## config.mk

```make
export PLATFORM = sky130hd
export DESIGN_NAME = text_console_ctrl_flat
export DESIGN_NICKNAME = d
export VERILOG_FILES = /design/src/rtl/vga_text_pkg.sv /design/src/rtl/text_console_ctrl_if.sv /design/src/rtl/text_cell_addr.sv /design/src/rtl/text_console_ctrl.sv /design/src/flat_wrapper.sv
export SDC_FILE = /design/constraint.sdc
export NUM_CORES = 1
export LEC_CHECK = 0
export CAP_MARGIN = 15
export CORE_ASPECT_RATIO = 0.75
export CORE_UTILIZATION = 50
export CTS_BUF_LIST = sky130_fd_sc_hd__clkbuf_4
export CTS_CLUSTER_DIAMETER = 80
export DETAILED_ROUTE_END_ITERATION = 6
export PLACE_DENSITY = 0.82
export SLEW_MARGIN = 20
export SYNTH_ARGS = -nofsm -noshare
export SYNTH_HDL_FRONTEND = slang
export SYNTH_SLANG_ARGS = --single-unit
```

## constraint.sdc

```tcl
create_clock -name clk_i -period 17.8 [get_ports clk_i]
set_clock_uncertainty 0.05 [all_clocks]
set_input_delay 3.56 -clock clk_i [delete_from_list [all_inputs] [get_ports clk_i]]
set_output_delay 3.56 -clock clk_i [all_outputs]
set_load 0.005 [all_outputs]
```

## src/rtl/vga_text_pkg.sv

```systemverilog
// Shared constants, control codes and FSM state type for the text console path.
package vga_text_pkg;

    localparam int unsigned N_COL           = 80;
    localparam int unsigned N_ROW           = 30;
    localparam int unsigned COL_WIDTH       = 7;
    localparam int unsigned ROW_WIDTH       = 5;
    localparam int unsigned CELL_ADDR_WIDTH = 12;

    localparam logic [7:0] CHR_BS         = 8'h08;
    localparam logic [7:0] CHR_LF         = 8'h0A;
    localparam logic [7:0] CHR_FF         = 8'h0C;
    localparam logic [7:0] CHR_CR         = 8'h0D;
    localparam logic [7:0] CHR_PRINT_LO   = 8'h20;
    localparam logic [7:0] CHR_PRINT_HI   = 8'h7E;
    localparam logic [7:0] FILL_CHAR      = 8'h20;

    typedef enum logic [1:0] {
        ST_IDLE,
        ST_PUT,
        ST_CLEAR_ROW,
        ST_CLEAR_ALL
    } state_e;

    // row * 80 as shift-and-add so no multiplier is inferred.
    function automatic logic [CELL_ADDR_WIDTH-1:0] row_base(input logic [ROW_WIDTH-1:0] row);
        logic [CELL_ADDR_WIDTH-1:0] r;
        r = {{(CELL_ADDR_WIDTH-ROW_WIDTH){1'b0}}, row};
        return (r << 6) + (r << 4);
    endfunction

endpackage

```

## src/rtl/text_console_ctrl_if.sv

```systemverilog
// Byte-stream input and character-buffer write port of the text console.
interface text_console_ctrl_if #(
    parameter int unsigned ADDR_WIDTH = 12,
    parameter int unsigned CHAR_WIDTH = 8
);
    logic                  char_valid;
    logic [CHAR_WIDTH-1:0] char_data;
    logic                  char_ready;
    logic                  wr_req;
    logic                  wr_ready;
    logic [ADDR_WIDTH-1:0] wr_addr;
    logic [CHAR_WIDTH-1:0] wr_data;

    modport master (
        input  char_valid, char_data, wr_ready,
        output char_ready, wr_req, wr_addr, wr_data
    );

    modport slave (
        output char_valid, char_data, wr_ready,
        input  char_ready, wr_req, wr_addr, wr_data
    );
endinterface

```

## src/rtl/text_cell_addr.sv

```systemverilog
// Maps a (scroll, logical row, column) cursor to its physical row and cell index.
module text_cell_addr
    import vga_text_pkg::*;
#(
    parameter int unsigned N_ROW = vga_text_pkg::N_ROW
) (
    input  logic [ROW_WIDTH-1:0]       scroll_row,
    input  logic [ROW_WIDTH-1:0]       log_row,
    input  logic [COL_WIDTH-1:0]       col,
    output logic [ROW_WIDTH-1:0]       phys_row,
    output logic [CELL_ADDR_WIDTH-1:0] cell_addr
);
    logic [ROW_WIDTH:0] sum;

    always_comb begin
        sum = {1'b0, scroll_row} + {1'b0, log_row};
        if (sum >= (ROW_WIDTH+1)'(N_ROW))
            sum = sum - (ROW_WIDTH+1)'(N_ROW);
        phys_row  = sum[ROW_WIDTH-1:0];
        cell_addr = row_base(phys_row) + CELL_ADDR_WIDTH'(col);
    end
endmodule

```

## src/rtl/text_console_ctrl.sv

```systemverilog
// Terminal-style byte sequencer: cursor tracking, control codes, hardware scroll
// with recycled-row clear, and full-screen clear onto the character buffer write port.
module text_console_ctrl
    import vga_text_pkg::*;
#(
    parameter int unsigned           N_COL      = vga_text_pkg::N_COL,
    parameter int unsigned           N_ROW      = vga_text_pkg::N_ROW,
    parameter int unsigned           ADDR_WIDTH = vga_text_pkg::CELL_ADDR_WIDTH,
    parameter int unsigned           CHAR_WIDTH = 8,
    parameter logic [CHAR_WIDTH-1:0] FILL_CHAR  = CHAR_WIDTH'(vga_text_pkg::FILL_CHAR)
) (
    input  logic                 clk_i,
    input  logic                 rst_i,
    input  logic                 clear_i,
    text_console_ctrl_if.master  bus,
    output logic [COL_WIDTH-1:0] cursor_col_o,
    output logic [ROW_WIDTH-1:0] cursor_row_o,
    output logic [ROW_WIDTH-1:0] scroll_row_o,
    output logic                 busy_o
);
    state_e                     state_q, nxt_state;
    logic [COL_WIDTH-1:0]       col_q, nxt_col;
    logic [ROW_WIDTH-1:0]       log_q, nxt_log;
    logic [ROW_WIDTH-1:0]       scroll_q, nxt_scroll;
    logic [ROW_WIDTH-1:0]       phys_q, nxt_phys;
    logic [CELL_ADDR_WIDTH-1:0] cell_q, nxt_cell;
    logic                       req_q, nxt_req;
    logic [ADDR_WIDTH-1:0]      addr_q, nxt_addr;
    logic [CHAR_WIDTH-1:0]      data_q, nxt_data;
    logic [ADDR_WIDTH-1:0]      cnt_q, nxt_cnt;
    logic                       adv_q, nxt_adv;
    logic                       pend_q, nxt_pend;
    logic                       busy_q;
    logic                       accept, hs, newline;

    assign bus.char_ready = (state_q == ST_IDLE) && !pend_q && !clear_i;
    assign accept         = bus.char_ready && bus.char_valid;
    assign hs             = req_q && bus.wr_ready;

    // Cursor cell and physical row are precomputed from next-state values so
    // both land in registers alongside the cursor itself.
    text_cell_addr #(.N_ROW(N_ROW)) u_cell_addr (
        .scroll_row (nxt_scroll),
        .log_row    (nxt_log),
        .col        (nxt_col),
        .phys_row   (nxt_phys),
        .cell_addr  (nxt_cell)
    );

    always_comb begin
        nxt_state  = state_q;
        nxt_col    = col_q;
        nxt_log    = log_q;
        nxt_scroll = scroll_q;
        nxt_req    = req_q;
        nxt_addr   = addr_q;
        nxt_data   = data_q;
        nxt_cnt    = cnt_q;
        nxt_adv    = adv_q;
        nxt_pend   = pend_q;
        newline    = 1'b0;

        case (state_q)
            ST_IDLE: begin
                if (clear_i || pend_q ||
                    (accept && bus.char_data == CHAR_WIDTH'(CHR_FF))) begin
                    nxt_state = ST_CLEAR_ALL;
                    nxt_req   = 1'b1;
                    nxt_addr  = '0;
                    nxt_data  = FILL_CHAR;
                    nxt_cnt   = '0;
                    nxt_pend  = 1'b0;
                end else if (accept) begin
                    if (bus.char_data >= CHAR_WIDTH'(CHR_PRINT_LO) &&
                        bus.char_data <= CHAR_WIDTH'(CHR_PRINT_HI)) begin
                        nxt_state = ST_PUT;
                        nxt_req   = 1'b1;
                        nxt_addr  = ADDR_WIDTH'(cell_q);
                        nxt_data  = bus.char_data;
                        nxt_adv   = 1'b1;
                    end else if (bus.char_data == CHAR_WIDTH'(CHR_CR)) begin
                        nxt_col = '0;
                    end else if (bus.char_data == CHAR_WIDTH'(CHR_LF)) begin
                        nxt_col = '0;
                        newline = 1'b1;
                    end else if (bus.char_data == CHAR_WIDTH'(CHR_BS) && col_q != '0) begin
                        nxt_col   = col_q - COL_WIDTH'(1);
                        nxt_state = ST_PUT;
                        nxt_req   = 1'b1;
                        nxt_addr  = ADDR_WIDTH'(cell_q - CELL_ADDR_WIDTH'(1));
                        nxt_data  = FILL_CHAR;
                        nxt_adv   = 1'b0;
                    end
                end
            end
            ST_PUT: begin
                if (clear_i) nxt_pend = 1'b1;
                if (hs) begin
                    nxt_req   = 1'b0;
                    nxt_state = ST_IDLE;
                    if (adv_q) begin
                        if (col_q == COL_WIDTH'(N_COL - 1)) begin
                            nxt_col = '0;
                            newline = 1'b1;
                        end else begin
                            nxt_col = col_q + COL_WIDTH'(1);
                        end
                    end
                end
            end
            ST_CLEAR_ROW: begin
                if (clear_i) nxt_pend = 1'b1;
                if (hs) begin
                    if (cnt_q == ADDR_WIDTH'(N_COL - 1)) begin
                        nxt_req   = 1'b0;
                        nxt_state = ST_IDLE;
                    end else begin
                        nxt_cnt  = cnt_q + ADDR_WIDTH'(1);
                        nxt_addr = addr_q + ADDR_WIDTH'(1);
                    end
                end
            end
            ST_CLEAR_ALL: begin
                if (hs) begin
                    if (cnt_q == ADDR_WIDTH'(N_COL * N_ROW - 1)) begin
                        nxt_req    = 1'b0;
                        nxt_state  = ST_IDLE;
                        nxt_col    = '0;
                        nxt_log    = '0;
                        nxt_scroll = '0;
                    end else begin
                        nxt_cnt  = cnt_q + ADDR_WIDTH'(1);
                        nxt_addr = addr_q + ADDR_WIDTH'(1);
                    end
                end
            end
            default: nxt_state = ST_IDLE;
        endcase

        // Bottom-row newline scrolls: the row leaving the top is recycled as the new bottom.
        if (newline) begin
            if (log_q < ROW_WIDTH'(N_ROW - 1)) begin
                nxt_log = log_q + ROW_WIDTH'(1);
            end else begin
                nxt_scroll = (scroll_q == ROW_WIDTH'(N_ROW - 1)) ? '0 : scroll_q + ROW_WIDTH'(1);
                nxt_state  = ST_CLEAR_ROW;
                nxt_req    = 1'b1;
                nxt_addr   = ADDR_WIDTH'(row_base(scroll_q));
                nxt_data   = FILL_CHAR;
                nxt_cnt    = '0;
            end
        end
    end

    always_ff @(posedge clk_i or posedge rst_i) begin
        if (rst_i) begin
            state_q  <= ST_IDLE;
            col_q    <= '0;
            log_q    <= '0;
            scroll_q <= '0;
            phys_q   <= '0;
            cell_q   <= '0;
            req_q    <= 1'b0;
            addr_q   <= '0;
            data_q   <= '0;
            cnt_q    <= '0;
            adv_q    <= 1'b0;
            pend_q   <= 1'b0;
            busy_q   <= 1'b0;
        end else begin
            state_q  <= nxt_state;
            col_q    <= nxt_col;
            log_q    <= nxt_log;
            scroll_q <= nxt_scroll;
            phys_q   <= nxt_phys;
            cell_q   <= nxt_cell;
            req_q    <= nxt_req;
            addr_q   <= nxt_addr;
            data_q   <= nxt_data;
            cnt_q    <= nxt_cnt;
            adv_q    <= nxt_adv;
            pend_q   <= nxt_pend;
            busy_q   <= (nxt_state != ST_IDLE);
        end
    end

    assign bus.wr_req   = req_q;
    assign bus.wr_addr  = addr_q;
    assign bus.wr_data  = data_q;
    assign cursor_col_o = col_q;
    assign cursor_row_o = phys_q;
    assign scroll_row_o = scroll_q;
    assign busy_o       = busy_q;
endmodule
```

## src/flat_wrapper.sv

```systemverilog
// flat-port wrapper written by rule: the top's interface ports become plain ports
module text_console_ctrl_flat import vga_text_pkg::*;
#(
    parameter int unsigned           N_COL      = vga_text_pkg::N_COL,
    parameter int unsigned           N_ROW      = vga_text_pkg::N_ROW,
    parameter int unsigned           ADDR_WIDTH = vga_text_pkg::CELL_ADDR_WIDTH,
    parameter int unsigned           CHAR_WIDTH = 8,
    parameter logic [CHAR_WIDTH-1:0] FILL_CHAR  = CHAR_WIDTH'(vga_text_pkg::FILL_CHAR)
)
  (clk_i, rst_i, clear_i, cursor_col_o, cursor_row_o, scroll_row_o, busy_o, bus_char_valid, bus_char_data, bus_wr_ready, bus_char_ready, bus_wr_req, bus_wr_addr, bus_wr_data);
  text_console_ctrl_if #(.ADDR_WIDTH(ADDR_WIDTH), .CHAR_WIDTH(CHAR_WIDTH)) bus_i ();
  input  logic clk_i;
  input  logic rst_i;
  input  logic clear_i;
  output logic [COL_WIDTH-1:0] cursor_col_o;
  output logic [ROW_WIDTH-1:0] cursor_row_o;
  output logic [ROW_WIDTH-1:0] scroll_row_o;
  output logic busy_o;
  input wire logic [$bits(bus_i.char_valid)-1:0] bus_char_valid;
  input wire logic [$bits(bus_i.char_data)-1:0] bus_char_data;
  input wire logic [$bits(bus_i.wr_ready)-1:0] bus_wr_ready;
  output wire logic [$bits(bus_i.char_ready)-1:0] bus_char_ready;
  output wire logic [$bits(bus_i.wr_req)-1:0] bus_wr_req;
  output wire logic [$bits(bus_i.wr_addr)-1:0] bus_wr_addr;
  output wire logic [$bits(bus_i.wr_data)-1:0] bus_wr_data;
  assign bus_i.char_valid = bus_char_valid;
  assign bus_i.char_data = bus_char_data;
  assign bus_i.wr_ready = bus_wr_ready;
  assign bus_char_ready = bus_i.char_ready;
  assign bus_wr_req = bus_i.wr_req;
  assign bus_wr_addr = bus_i.wr_addr;
  assign bus_wr_data = bus_i.wr_data;
  text_console_ctrl #(.N_COL(N_COL), .N_ROW(N_ROW), .ADDR_WIDTH(ADDR_WIDTH), .CHAR_WIDTH(CHAR_WIDTH), .FILL_CHAR(FILL_CHAR)) u_core (.clk_i(clk_i), .rst_i(rst_i), .clear_i(clear_i), .bus(bus_i), .cursor_col_o(cursor_col_o), .cursor_row_o(cursor_row_o), .scroll_row_o(scroll_row_o), .busy_o(busy_o));
endmodule
```

======== Word level (Yosys, flattened, before mapping) ========
Cells that the tools add are included.
storage, ports and cells
  register bits after elaboration ......... 72
  input port bits ......................... 13
  output and inout port bits .............. 40
  word-level logic and storage cells ...... 162
operators by class
  $add $sub $neg .......................... 12
  $lt $le $gt $ge ......................... 4
  equal/unequal tests ..................... 15
  multiplexer cells ....................... 98
  bitwise operators ....................... 1
  reductions and logical operators ........ 19
operator list
  kind                                                 number
  2-to-1 mux 12 bit                                    19
  2-to-1 mux 7 bit                                     11
  2-to-1 mux 8 bit                                     9
  one-hot mux 12 bit (3 select lines)                  2
  2-to-1 mux 5 bit                                     12
  == test 8 x 4 -> 1 bit, second input constant        4
  2-to-1 mux 1 bit                                     27
  2-to-1 mux 2 bit                                     13
  adder 11 x 9 -> 12 bit                               2
  adder 12 x 1 -> 12 bit, second input constant        2
  one-hot mux 7 bit (3 select lines)                   1
  adder 12 x 7 -> 12 bit                               1
  == test 12 bit, second input constant                1
  == test 12 x 7 -> 1 bit, second input constant       1
  subtractor 12 x 1 -> 12 bit, second input constant   1
  adder 5 x 1 -> 5 bit, second input constant          2
  >= comparator 8 x 6 -> 1 bit, second input constant  1
  <= comparator 8 x 7 -> 1 bit, second input constant  1
  one-hot mux 2 bit (4 select lines)                   1
  adder 7 x 1 -> 7 bit, second input constant          1
  == test 7 bit, second input constant                 1
  logical AND 1 bit                                    7
  nonzero test 7 bit                                   1
  subtractor 7 x 1 -> 7 bit, second input constant     1
  other kinds (19)                                     27

======== Longest topological paths before layout ========
  depth in word-level cells ............... 14
  depth in mapped cells ................... 25
  gate-level depth less buffers ........... 25

======== Cells and area by module ========
Synthesis repeated with hierarchy kept, for this count alone.
second synthesis, totals
  cell total of the unflattened synthesis .. 659
  area total of the unflattened synthesis .. 5466.5 sq um
by module, submodules not included
  module             instances  cells an instance  area an instance (sq um)  seq. area each (sq um)
  text_console_ctrl  1          571                4742.0                    1801.7
  text_cell_addr     1          88                 724.4                     0.0

======== Worst setup path after synthesis ========
No wires, ideal clock.
  kind .................................... input to register
  from .................................... input port bus_char_valid
  to ...................................... register u_core.cell_q[11]
  library setup time ...................... 0.067 ns
  arrival time ............................ 8.602 ns
  required time ........................... 17.683 ns
  setup slack ............................. 9.081 ns
  cell stages on the path ................. 22
  buffers on the path ..................... 2
  path through ............................ nor4bb_1 > and4_1 > o211ai_1 > clkbuf_1 > clkbuf_1 > o31ai_1 > ha_1 > inv_1 > fa_1 > xnor2_1 > and2_1 > nand2_1 > o31ai_1 > mux2_2 > fa_1 > inv_1 > fa_1 > inv_1 > a21oi_1 > o21ai_0 > a21o_1 > and2_1
between the ends
  word-level cells in the longest chain between the ends .. 11
  elaborated cells between the ends (all ways) .. 17
  those cells by class .................... 4 x add/sub; 1 x order compare; 9 x mux; 3 x reduce/logical
ends and longest elaborated chain
  item                                                              line                                        source
  start, declared                                                   flat_wrapper.sv:19                          input wire logic [$bits(bus_i.char_valid)-1:0] bus_char_valid;
  logical AND 1 bit (*)                                             text_console_ctrl.sv:37                     assign accept = bus.char_ready && bus.char_valid;
  logical AND 1 bit                                                 text_console_ctrl.sv:66                     (accept && bus.char_data == CHAR_WIDTH'(CHR_FF))) begin
  logical OR 1 bit                                                  text_console_ctrl.sv:65                     if (clear_i || pend_q ||
  2-to-1 mux 1 bit (*)                                              text_console_ctrl.sv:65
  one-hot mux 1 bit (2 select lines) (*)                            text_console_ctrl.sv:63                     case (state_q)
  2-to-1 mux 5 bit (*)                                              text_console_ctrl.sv:141                    if (newline) begin
  named net u_core.nxt_scroll[0]                                    text_console_ctrl.sv:24                     logic [ROW_WIDTH-1:0] scroll_q, nxt_scroll;
  adder 5 x 5 -> 6 bit (*)                                          text_cell_addr.sv:16                        sum = {1'b0, scroll_row} + {1'b0, log_row};
  subtractor 5 bit or >= comparator 6 x 5 -> 1 bit (tied branches)  text_cell_addr.sv:18, text_cell_addr.sv:17
  2-to-1 mux 5 bit (*)                                              text_cell_addr.sv:17                        if (sum >= (ROW_WIDTH+1)'(N_ROW))
  named net u_core.nxt_phys[2]                                      text_console_ctrl.sv:25                     logic [ROW_WIDTH-1:0] phys_q, nxt_phys;
  adder 11 x 9 -> 12 bit (*)                                        vga_text_pkg.sv:29                          return (r << 6) + (r << 4);
  adder 12 x 7 -> 12 bit (*)                                        text_cell_addr.sv:20                        cell_addr = row_base(phys_row) + CELL_ADDR_WIDTH'(col);
  named net u_core.nxt_cell[11]                                     text_console_ctrl.sv:26                     logic [CELL_ADDR_WIDTH-1:0] cell_q, nxt_cell;
  end signal, assigned                                              text_console_ctrl.sv:176                    cell_q <= nxt_cell;
  end, declared                                                     text_console_ctrl.sv:26
The timed path passes the listed nets; every way through them passes the cells marked *.
A chain may end at the register's enable or synchronous reset.

======== Final worst setup path ========
  from .................................... input port bus_wr_ready
  to ...................................... register u_core.cell_q[11]
between the ends
  word-level cells in the longest chain between the ends .. 10
  elaborated cells between the ends (all ways) .. 20
  those cells by class .................... 4 x add/sub; 1 x order compare; 14 x mux; 1 x reduce/logical
ends and longest elaborated chain
  item                                                              line                                        source
  start, declared                                                   flat_wrapper.sv:21                          input wire logic [$bits(bus_i.wr_ready)-1:0] bus_wr_ready;
  logical AND 1 bit (*)                                             text_console_ctrl.sv:38                     assign hs = req_q && bus.wr_ready;
  2-to-1 mux 5 bit                                                  text_console_ctrl.sv:124                    if (hs) begin
  2-to-1 mux 5 bit                                                  text_console_ctrl.sv:63
  2-to-1 mux 5 bit                                                  text_console_ctrl.sv:142                    if (log_q < ROW_WIDTH'(N_ROW - 1)) begin
  2-to-1 mux 5 bit (*)                                              text_console_ctrl.sv:141
  named net u_core.nxt_log[0]                                       text_console_ctrl.sv:23                     logic [ROW_WIDTH-1:0] log_q, nxt_log;
  adder 5 x 5 -> 6 bit (*)                                          text_cell_addr.sv:16
  subtractor 5 bit or >= comparator 6 x 5 -> 1 bit (tied branches)  text_cell_addr.sv:18, text_cell_addr.sv:17
  2-to-1 mux 5 bit (*)                                              text_cell_addr.sv:17
  named net u_core.nxt_phys[2]                                      text_console_ctrl.sv:25
  adder 11 x 9 -> 12 bit (*)                                        vga_text_pkg.sv:29
  adder 12 x 7 -> 12 bit (*)                                        text_cell_addr.sv:20
  named net u_core.nxt_cell[11]                                     text_console_ctrl.sv:26
Marks and branches as above.

==> out/qor.yml <==
syn_nets: 645
cp.required_ns: 18.13
nNetsFinal: 688
hold_buffers: 0
drt_iter0_drc: 541
synthesis.area_um2: 5080
synth_top_area_frac: 0.335
finalSetupViolations: 0
fin_setup_tns_ns: 0
cap_violations: 0
rsz0062_at_grt: "false"
clock_sinks: 68
async_flop_share: 1.00
grt_usage: 0.293
dr.pass1.iters: 6
start_util: 0.520
io_buffer_count: 52
antenna_found_initial: 0
layout-drive-gt1-share: 0.0651
dp.cells: 761
tightest_slew_ns: 0.899
start_kind: "input port"
yosysWarningCount: 0
placed_area_um2: 5680
p_per_area_nw_per_um2: 50.3
rows: 31
power_leakage_nw: 2.51
gr-total-overflow: 0
fin_ws_ns: 8.43
crit_type: "input port to flop"
synth-edff-count: 0
clkTransAtPathRegs_ns: 0.11
cts_buffers: 9
die_w_um: 118
fp.coreArea_um2: 9770
grt_pass1_vias: 4689
vias: 4979
hold_viol: 0
drc_errors: 0
htreeDepth: 3
insertion_delay_ns: 0.44
maxSlewViolCount: 0
min_period_ns: 9.37
dieArea_um2: 10600
grt_pass1_wl_um: 24000
routed_wl_um: 14700
fin_area_um2: 5860
boundaryPins: 53
vdd.ir_drop.worst_v: 0.0000372
outcome: "completed"
syn_avg_cell_area_um2: 8.51
wire_per_inst_um: 19.0
dp_worst_setup_slack_ns: 8.04
cts.path.max_buffers: 2
grt_max_degree: 69
critPathArrivalTime_ns: 9.70
ant_nets: 0
synth_flop_cell: "dfrtp_1"
antenna_cells: 0
cts_resized: 0
maxSlewHeadroom: 0.398
synthCells: 597
path_max_fanout: 9
cts_tree: "yes"
cp-end-kind: "flop"
clockRootBuffer: "clkbuf_4"
final_cells: 777
dpl.hpwl_um: 10800
finalWeightedCongestion: 0.904
ys_seq_elements: 68
synth_top_area_cell: "dfrtp_1"
postLayoutCoreUtil: 0.599
fin_crit_sh: 0.527
vias_per_cell: 6.41
yosysSeqAreaShare: 0.335
cts_setup_buffers: 0
total_power_mw: 0.295
hold_path.class: "flop to flop"
fmax_mhz: 107
fp.dieH_um: 89.3
synthDistinctLibCells: 76
fin_hold_ws_ns: 0.473
synthTopCellsByArea: "dfrtp_1 (33%), ha_1 (7.6%), a21oi_1 (4.5%)"
area_growth_pct: 15.3
logic make-up (layout without fill, tap and decap cells):
family,count (synthesis),in the layout,synth area share
compound gates,201,201,0.267
xor+xnor,17,17,0.0293
fa+ha+maj,35,35,0.0921
buf+inv,59,107,0.0500
flops,68,68,0.335
mux,5,5,0.0103
simple gates,212,212,0.216
power by group:
group | switching [mW] | leakage, nW | internal (mW) | total [mW]
logic | 0.00749 | 1.49 | 0.00410 | 0.0116
registers | 0.0000000000000000104 | 0.930 | 0.154 | 0.154
clock network | 0.0573 | 0.0955 | 0.0715 | 0.129
total | 0.0648 | 2.51 | 0.230 | 0.295
cells in the final DEF, fill, tap and decap left out, types with 12 or more instances in the layout:
cell             Yosys  layout
dfrtp_1             68      68
nor4_1              13      13
xnor2_1             12      12
nor2_1              54      54
o31ai_1             14      14
inv_1               32      31
nand2_1             39      39
nor3_1              12      12
ha_1                31      31
o21ai_0             45      45
clkdlybuf4s50_1      0      52
nand3_1             23      23
a21oi_1             46      46
path summary, 6_finish.rpt:
check | from | to | slack (ns) | cells past startpoint
setup / recovery | bus_wr_ready | u_core.cell_q[11] | 8.43 | 23
hold reg to reg | u_core.bus.wr_data[7] | u_core.bus.wr_data[7] | 0.47 | 1
setup reg to reg | u_core.state_q[0] | u_core.cell_q[11] | 11.24 | 25
min in group asynchronous | rst_i | u_core.log_q[1] | 3.64 | 3
max in group asynchronous | rst_i | u_core.cnt_q[7] | 13.48 | 3
hold / removal | u_core.bus.wr_data[7] | u_core.bus.wr_data[7] | 0.47 | 1
per-layer routing:
layer / GRT usage / routed length (um)
met5: 0 / 0
met4: 0.0978 / 246
met3: 0.0772 / 1220
met2: 0.481 / 6770
met1: 0.382 / 6490
registers in the layout, indices dropped and copies added (netlist names), named ones only:
signal	cells
u_core.busy_o	1
u_core.pend_q	1
u_core.cnt_q	12
u_core.cell_q	8
u_core.log_q	5
u_core.scroll_row_o	5
u_core.bus.wr_addr	12
u_core.cursor_col_o	3
u_core.cursor_row_o	5
u_core.bus.wr_data	8
u_core.adv_q	1
u_core.bus.wr_req	1
u_core.state_q	2
area by class of cell:
type / count / area [um2]
clock buffers: 10 / 75.1
clock inverters: 6 / 103
fillers: 879 / 3920
inverters: 33 / 124
multi-input cells: 470 / 3120
flip-flops and latches: 68 / 1700
well taps: 132 / 165
repair buffers: 58 / 566
critical path, stage by stage:
cell	delay (ns)
clkdlybuf4s50_1	0.47
and3_1	0.30
and3_1	0.28
o211ai_1	0.73
and2_1	0.29
nand2_1	0.06
o21ai_0	0.10
ha_1	0.22
inv_1	0.05
fa_1	0.39
xnor2_1	0.28
and2_1	0.23
nand2_1	0.07
o31ai_1	0.52
mux2_2	0.43
fa_1	0.51
inv_1	0.06
fa_1	0.45
inv_1	0.07
a21oi_1	0.07
o21ai_0	0.26
a21o_1	0.16
and2_1	0.11
cells in the mapped netlist (all sizes together), types with 6 or more instances:
cell / count
and2: 9
a21o: 7
o31ai: 15
a31oi: 10
nor3: 12
nor4: 13
inv: 32
clkbuf: 18
a22oi: 8
nand2: 39
nand3: 23
ha: 31
nor3b: 6
dfrtp: 68
and3: 11
buf: 8
nand4: 8
nor2: 55
or4: 6
xnor2: 12
a21oi: 47
o21ai: 51
nor2b: 8
o211ai: 7
No activity file was read; power rests on OpenSTA's default activity.
